<file path="config.mk">
export PLATFORM = sky130hd
export DESIGN_NAME = imp_dma_seq_ctrl
export DESIGN_NICKNAME = d
export VERILOG_FILES = /design/src/rtl/imp_dma_pkg.sv /design/src/rtl/imp_line_addr_gen.sv /design/src/rtl/imp_dma_seq_ctrl.sv
export SDC_FILE = /design/constraint.sdc
export NUM_CORES = 1
export LEC_CHECK = 0
export ABC_AREA = 1
export CAP_MARGIN = 10
export CORE_MARGIN = 1.5
export CORE_UTILIZATION = 44
export CTS_CLUSTER_DIAMETER = 150
export DETAILED_ROUTE_END_ITERATION = 8
export PLACE_DENSITY_LB_ADDON = 0.3
export SETUP_SLACK_MARGIN = 0.1
export SYNTH_ARGS = -nofsm -noshare
export SYNTH_HDL_FRONTEND = slang
export SYNTH_SLANG_ARGS = --single-unit
</file>
<file path="constraint.sdc">
create_clock -name clk -period 7.6 [get_ports clk]
set_clock_uncertainty 0.1 [all_clocks]
set_input_delay 1.52 -clock clk [delete_from_list [all_inputs] [get_ports clk]]
set_output_delay 1.52 -clock clk [all_outputs]
set_load 0.05 [all_outputs]
</file>
<file path="src/rtl/imp_dma_pkg.sv">
// Shared types for the IMP DMA line sequencer: FSM states, latched job
// configuration and the pixel-count width.
package imp_dma_pkg;

    localparam int IMP_LEN_W = 8;

    typedef enum logic [1:0] {
        IDLE,
        CALC,
        ISSUE,
        DRAIN
    } imp_seq_state_e;

    typedef struct packed {
        logic [31:0]          baddr;
        logic [31:0]          pitch;
        logic [IMP_LEN_W-1:0] hsize;
        logic [IMP_LEN_W-1:0] vsize;
        logic [IMP_LEN_W-1:0] minx;
        logic [IMP_LEN_W-1:0] miny;
    } imp_cfg_t;

endpackage

</file>
<file path="src/rtl/imp_line_addr_gen.sv">
// Line start-address generator: loads the first-line address of a job
// (base + row offset + column offset) and advances it by one pitch per line.
module imp_line_addr_gen #(
    parameter int ADDR_WIDTH    = 32,
    parameter int BYTES_PER_PIX = 4
) (
    input  logic                  clk,
    input  logic                  rst,
    input  logic                  i_load,
    input  logic                  i_step,
    input  logic [31:0]           i_baddr,
    input  logic [31:0]           i_pitch,
    input  logic [7:0]            i_minx,
    input  logic [7:0]            i_miny,
    output logic [ADDR_WIDTH-1:0] o_line_addr
);

    logic [ADDR_WIDTH-1:0] r_line_addr;
    logic [ADDR_WIDTH-1:0] w_pitch;
    logic [ADDR_WIDTH-1:0] w_row_off;
    logic [ADDR_WIDTH-1:0] w_col_off;
    logic [ADDR_WIDTH-1:0] w_first_addr;

    // All terms are truncated to the address width, so the sum wraps naturally.
    assign w_pitch      = ADDR_WIDTH'(i_pitch);
    assign w_row_off    = w_pitch * ADDR_WIDTH'(i_miny);
    assign w_col_off    = ADDR_WIDTH'(i_minx) * ADDR_WIDTH'(BYTES_PER_PIX);
    assign w_first_addr = ADDR_WIDTH'(i_baddr) + w_row_off + w_col_off;

    always_ff @(posedge clk) begin
        if (rst) begin
            r_line_addr <= '0;
        end else if (i_load) begin
            r_line_addr <= w_first_addr;
        end else if (i_step) begin
            r_line_addr <= r_line_addr + w_pitch;
        end
    end

    assign o_line_addr = r_line_addr;

endmodule

</file>
<file path="src/rtl/imp_dma_seq_ctrl.sv">
// IMP DMA job sequencer: latches the frame configuration on a start edge and
// issues one line command per row, bounding the number of in-flight lines.
module imp_dma_seq_ctrl
    import imp_dma_pkg::*;
#(
    parameter int ADDR_WIDTH      = 32,
    parameter int BYTES_PER_PIX   = 4,
    parameter int MAX_OUTSTANDING = 4
) (
    input  logic                  clk,
    input  logic                  rst,
    input  logic [31:0]           cfg_baddr_i,
    input  logic [31:0]           cfg_pitch_i,
    input  logic [IMP_LEN_W-1:0]  cfg_hsize_i,
    input  logic [IMP_LEN_W-1:0]  cfg_vsize_i,
    input  logic [IMP_LEN_W-1:0]  cfg_minx_i,
    input  logic [IMP_LEN_W-1:0]  cfg_miny_i,
    input  logic                  cfg_start_i,
    output logic                  cmd_valid_o,
    input  logic                  cmd_ready_i,
    output logic [ADDR_WIDTH-1:0] cmd_addr_o,
    output logic [IMP_LEN_W-1:0]  cmd_len_o,
    output logic                  cmd_last_o,
    input  logic                  cmd_done_i,
    output logic                  busy_o,
    output logic                  done_o,
    output logic                  err_o,
    input  logic                  err_clr_i
);

    localparam int OUT_W = 4;
    localparam logic [OUT_W-1:0] MAX_OUT = OUT_W'(MAX_OUTSTANDING);

    imp_seq_state_e         r_state;
    imp_cfg_t               r_cfg;
    logic                   r_start_q;
    logic [IMP_LEN_W-1:0]   r_rows_left;
    logic [OUT_W-1:0]       r_outstanding;
    logic                   r_done;
    logic                   r_err;

    logic                   w_edge;
    logic                   w_zero_job;
    logic                   w_valid;
    logic                   w_hs;
    logic                   w_spurious;
    logic                   w_done_ok;
    logic                   w_err_set;
    logic [OUT_W-1:0]       w_out_next;
    logic [ADDR_WIDTH-1:0]  w_line_addr;

    assign w_edge     = cfg_start_i & ~r_start_q;
    assign w_zero_job = (cfg_hsize_i == '0) || (cfg_vsize_i == '0);
    assign w_valid    = (r_state == ISSUE) && (r_outstanding < MAX_OUT);
    assign w_hs       = w_valid & cmd_ready_i;
    // A completion with nothing in flight cannot belong to this job.
    assign w_spurious = cmd_done_i && (r_outstanding == '0);
    assign w_done_ok  = cmd_done_i && !w_spurious;
    assign w_err_set  = w_spurious || ((r_state == IDLE) && w_edge && w_zero_job);

    always_comb begin
        w_out_next = r_outstanding;
        if (w_hs && !w_done_ok) begin
            w_out_next = r_outstanding + OUT_W'(1);
        end else if (!w_hs && w_done_ok) begin
            w_out_next = r_outstanding - OUT_W'(1);
        end
    end

    always_ff @(posedge clk) begin
        if (rst) begin
            r_state       <= IDLE;
            r_cfg         <= '0;
            r_start_q     <= 1'b1;
            r_rows_left   <= '0;
            r_outstanding <= '0;
            r_done        <= 1'b0;
            r_err         <= 1'b0;
        end else begin
            r_start_q     <= cfg_start_i;
            r_outstanding <= w_out_next;
            r_done        <= 1'b0;

            if (w_err_set) begin
                r_err <= 1'b1;
            end else if (err_clr_i) begin
                r_err <= 1'b0;
            end

            case (r_state)
                IDLE: begin
                    if (w_edge) begin
                        r_cfg <= '{baddr: cfg_baddr_i, pitch: cfg_pitch_i,
                                   hsize: cfg_hsize_i, vsize: cfg_vsize_i,
                                   minx:  cfg_minx_i,  miny:  cfg_miny_i};
                        if (w_zero_job) begin
                            r_done <= 1'b1;
                        end else begin
                            r_state <= CALC;
                        end
                    end
                end
                CALC: begin
                    r_rows_left <= r_cfg.vsize;
                    r_state     <= ISSUE;
                end
                ISSUE: begin
                    if (w_hs) begin
                        r_rows_left <= r_rows_left - IMP_LEN_W'(1);
                        if (r_rows_left == IMP_LEN_W'(1)) begin
                            r_state <= DRAIN;
                        end
                    end
                end
                DRAIN: begin
                    // done_o lands while still in DRAIN, so busy covers it and
                    // a start edge in that cycle is ignored.
                    if (r_outstanding == '0) begin
                        r_state <= IDLE;
                    end else if (w_out_next == '0) begin
                        r_done <= 1'b1;
                    end
                end
                default: r_state <= IDLE;
            endcase
        end
    end

    imp_line_addr_gen #(
        .ADDR_WIDTH    (ADDR_WIDTH),
        .BYTES_PER_PIX (BYTES_PER_PIX)
    ) u_addr_gen (
        .clk         (clk),
        .rst         (rst),
        .i_load      (r_state == CALC),
        .i_step      (w_hs),
        .i_baddr     (r_cfg.baddr),
        .i_pitch     (r_cfg.pitch),
        .i_minx      (r_cfg.minx),
        .i_miny      (r_cfg.miny),
        .o_line_addr (w_line_addr)
    );

    assign cmd_valid_o = w_valid;
    assign cmd_addr_o  = w_line_addr;
    assign cmd_len_o   = r_cfg.hsize;
    assign cmd_last_o  = (r_state == ISSUE) && (r_rows_left == IMP_LEN_W'(1));
    assign busy_o      = (r_state != IDLE);
    assign done_o      = r_done;
    assign err_o       = r_err;

endmodule

</file>
==> summary.txt <==
Setup path
  • Worst Path Required: 7.87 ns
  • Worst path most repeated cell: fa_1
  • CP peak stage delay: 1.05 ns
  • Worst Path Arrival: 6.11 ns
  • R2R cell count: 21
  • CP Class: register to register
  • Crit path capture: u_addr_gen.o_line_addr[16]$_SDFFE_PP0P_
  • R2r startpoint: r_cfg[1]$_SDFFE_PP0P_
  • Worst Setup SP: r_cfg[1]$_SDFFE_PP0P_
  • CP Launch Type: register
  • R2R setup slack: 1.76 ns
  • Cell chain of the critical path: buf_4, nand2_1, fa_1, inv_1, fa_1, inv_1, fa_1, inv_1, fa_1, fa_1, ha_1, a21oi_1, nor2_1, o21ai_0, nand3_1, nand2_1, nand3b_1, nand3_1, nand3_1, nand2_1, inv_1
  • Crit path capture type: register
  • Slowest cell on the critical path: dfxtp_1
  • Critical Path Fanout Max: 26
  • R2R Path End: u_addr_gen.o_line_addr[16]$_SDFFE_PP0P_

Run
  • Max_cap viols: 0

Clock network
  • Post-CTS Setup Inserts: 0
  • # hold bufs at CTS: 0
  • CTS max path bufs: 2
  • Clock Latency Late Sink: 0.46 ns
  • Post_cts resized: 0
  • H-tree Lvls: 4
  • Root buf cell: clkbuf_16
  • Clock-pin slew on the worst setup and hold paths: 0.07 ns
  • Clock Sinks: 145
  • CTS tree: built
  • CTS Buf Count: 17

Worst hold path
  • Worst Hold Class: register to register

Global route
  • Gr ovfl total: 0
  • First-pass GRT wire length: 82,300 µm
  • GRT Util Overall: 28.1%
  • Initial antenna violation count: 0
  • Vias in the first global route: 15,300
  • Largest net degree at the start of global routing: 72

Timing
  • RSZ-0062 raised after global routing: no
  • Fin. max-slew vios: 0
  • Final setup fails: 0
  • Final hold vios: 0
  • Setup TNS: 0 ns
  • Minimum clock period: 5.84 ns
  • Slew @ Worst Pin: 1.27 ns
  • Fin crit share: 76.9%
  • Worst slew margin relative to its limit: 15.2%
  • F_max: 171 MHz

Status
  • Status: completed

Synthesis
  • Synthesized area per cell: 6.99 µm²
  • Syn nets: 2,730
  • Synthesis Warnings: 0
  • Mapped Cells: 2,332
  • Synth Cell Area: 0.0163 mm²
  • Seq/Total Area, Yosys: 17.8%
  • Synth Register Bits: 145
  • Netlist cell types: 46

Final layout
  • Number of antenna diodes: 0
  • Area grow syn2layout: 14.1%
  • Most frequent cells in the layout: nand2_1, inv_1, nor2_1
  • Fin cells: 2,883
  • Nets@finish: 2,800
  • Post-layout util: 50.9%
  • FILL cells: 3,638
  • Most common cell after layout, fill and taps aside: nand2_1
  • Fraction of layout cells with a size suffix above 1: 3.81%

Die
  • Initial Util: 44.6%
  • Die ar.: 0.0382 mm²
  • Num ports: 147
  • Core ar.: 0.0365 mm²
  • Die width: 195 µm
  • Die height: 195 µm
  • # rows: 70

Detailed routing
  • Vias per inst: 5.28
  • Initial DRC count: 1,146
  • DRC: 0
  • Routed WL per cell: 18.0 µm
  • Routed WL: 51,900 µm
  • 1st-pass router iterations: 7
  • Via Count: 15,200
  • Remaining antenna violation count after routing: 0

Power
  • P_leak: 10.3 nW
  • Power per cell area: 215 mW/mm²
  • Total power draw: 4.00 mW
  • Max IR drop VDD: 0.158 mV

Place
  • Routability Congestion: 0.924
  • Cells after DPL: 2,850
  • Detailed placer's ending HPWL: 41,500 µm
  • # port buffers: 146
-- cells by family (layout without fill, tap and decap cells) --
group | count (synthesis) | in the layout | share of synthesized area (%)
AND/OR/NAND/NOR | 925 | 925 | 23.8
buffers and inverters | 576 | 659 | 13.7
AO/OA/AOI/OAI | 367 | 367 | 11.8
adder cells (fa/ha/maj) | 296 | 296 | 31.7
flip-flops | 145 | 145 | 17.8
XOR/XNOR | 23 | 23 | 1.24
-- stage by stage --
| stage | hold WS, ns | area, µm² | setup slack [ns] |
|---|---|---|---|
| finish | 0.382 | 18600 | 1.76 |
| global route | 0.399 | 18600 | 1.34 |
| CTS | 0.382 | 18600 | 1.80 |
| detailed placement | 0.360 | 18000 | 1.81 |
| global placement | 0.355 | 18000 | 1.88 |
| floorplan | 0.324 | 16300 | 2.69 |
-- registers in the layout, summed over array words and instances, names as in the netlist --
name	flops
u_addr_gen.o_line_addr	32
done_o	1
err_o	1
r_cfg	88
r_start_q	1
cmd_len_o	8
r_rows_left	8
r_outstanding	4
r_state	2
-- cell type report --
cell class | instances | area, µm² | share of cell area (%)
well taps | 468 | 586 | 3.15
repair buffers | 163 | 1610 | 8.65
clock inverters | 12 | 146 | 0.787
flip-flops and latches | 145 | 2900 | 15.6
clock buffers | 20 | 447 | 2.40
inverters | 464 | 1750 | 9.41
multi-input cells | 1611 | 11200 | 60.0
-- Yosys cell counts, drive strengths merged --
library cell	instances	area, µm²
nand2	541	2060
inv	463	1740
nor2	207	795
fa	194	3880
o21ai	191	963
a21oi	145	737
dfxtp	145	2900
nand3	113	581
ha	102	1280
clkbuf	80	308
buf	32	185
nor3	22	136
nand4	17	106
xor2	17	149
a31oi	11	68.8
nand3b	9	67.6
nor4	8	71.3
o211ai	6	45.0
o21bai	6	45.0
or2	6	37.5
xnor2	6	52.6
a21o	4	30.0
nor3b	2	20.0
a211oi	1	7.51
a21boi	1	7.51
clkinv	1	8.76
o21a	1	7.51
o31ai	1	7.51
-- how the worst min path moves through the flow --
| stage | from | depth (start not counted) | slack, ns | end |
|---|---|---|---|---|
| after detailed placement | r_cfg[19]$_SDFFE_PP0P_ | 2 | 0.36 | r_cfg[19]$_SDFFE_PP0P_ |
| after global placement | r_rows_left[7]$_SDFFE_PP0P_ | 2 | 0.35 | r_rows_left[7]$_SDFFE_PP0P_ |
| final | r_cfg[16]$_SDFFE_PP0P_ | 2 | 0.38 | r_rows_left[0]$_SDFFE_PP0P_ |
| after CTS | r_rows_left[7]$_SDFFE_PP0P_ | 2 | 0.38 | r_rows_left[7]$_SDFFE_PP0P_ |
| after floorplan | r_cfg[19]$_SDFFE_PP0P_ | 2 | 0.32 | r_cfg[19]$_SDFFE_PP0P_ |
| after global routing | r_rows_left[7]$_SDFFE_PP0P_ | 2 | 0.40 | r_rows_left[7]$_SDFFE_PP0P_ |
-- worst max-delay path: cells and delay by family (launching register included) --
kind	cells	cell delay (ns)
AO/OA/AOI/OAI	2	0.41
adder cells (fa/ha/maj)	6	2.71
buffers and inverters	5	0.48
flip-flops	1	1.05
AND/OR/NAND/NOR	8	0.97
-- metal layers --
metal	part of all wire, %	track usage [%]	wire (µm)
met1	45	37.4	23100
met3	6.7	5.09	3470
met5	0	0	0
met4	3.3	10.2	1730
met2	45	45.7	23600
-- where the power goes --
part	leakage (nW)	switching [mW]	internal [mW]	total, mW
sequential	1.18	0.264	0.923	1.19
combinational	8.86	1.27	0.666	1.93
clock	0.281	0.382	0.499	0.881
total	10.3	1.91	2.09	4.00
(Power assumes the default switching activity.)
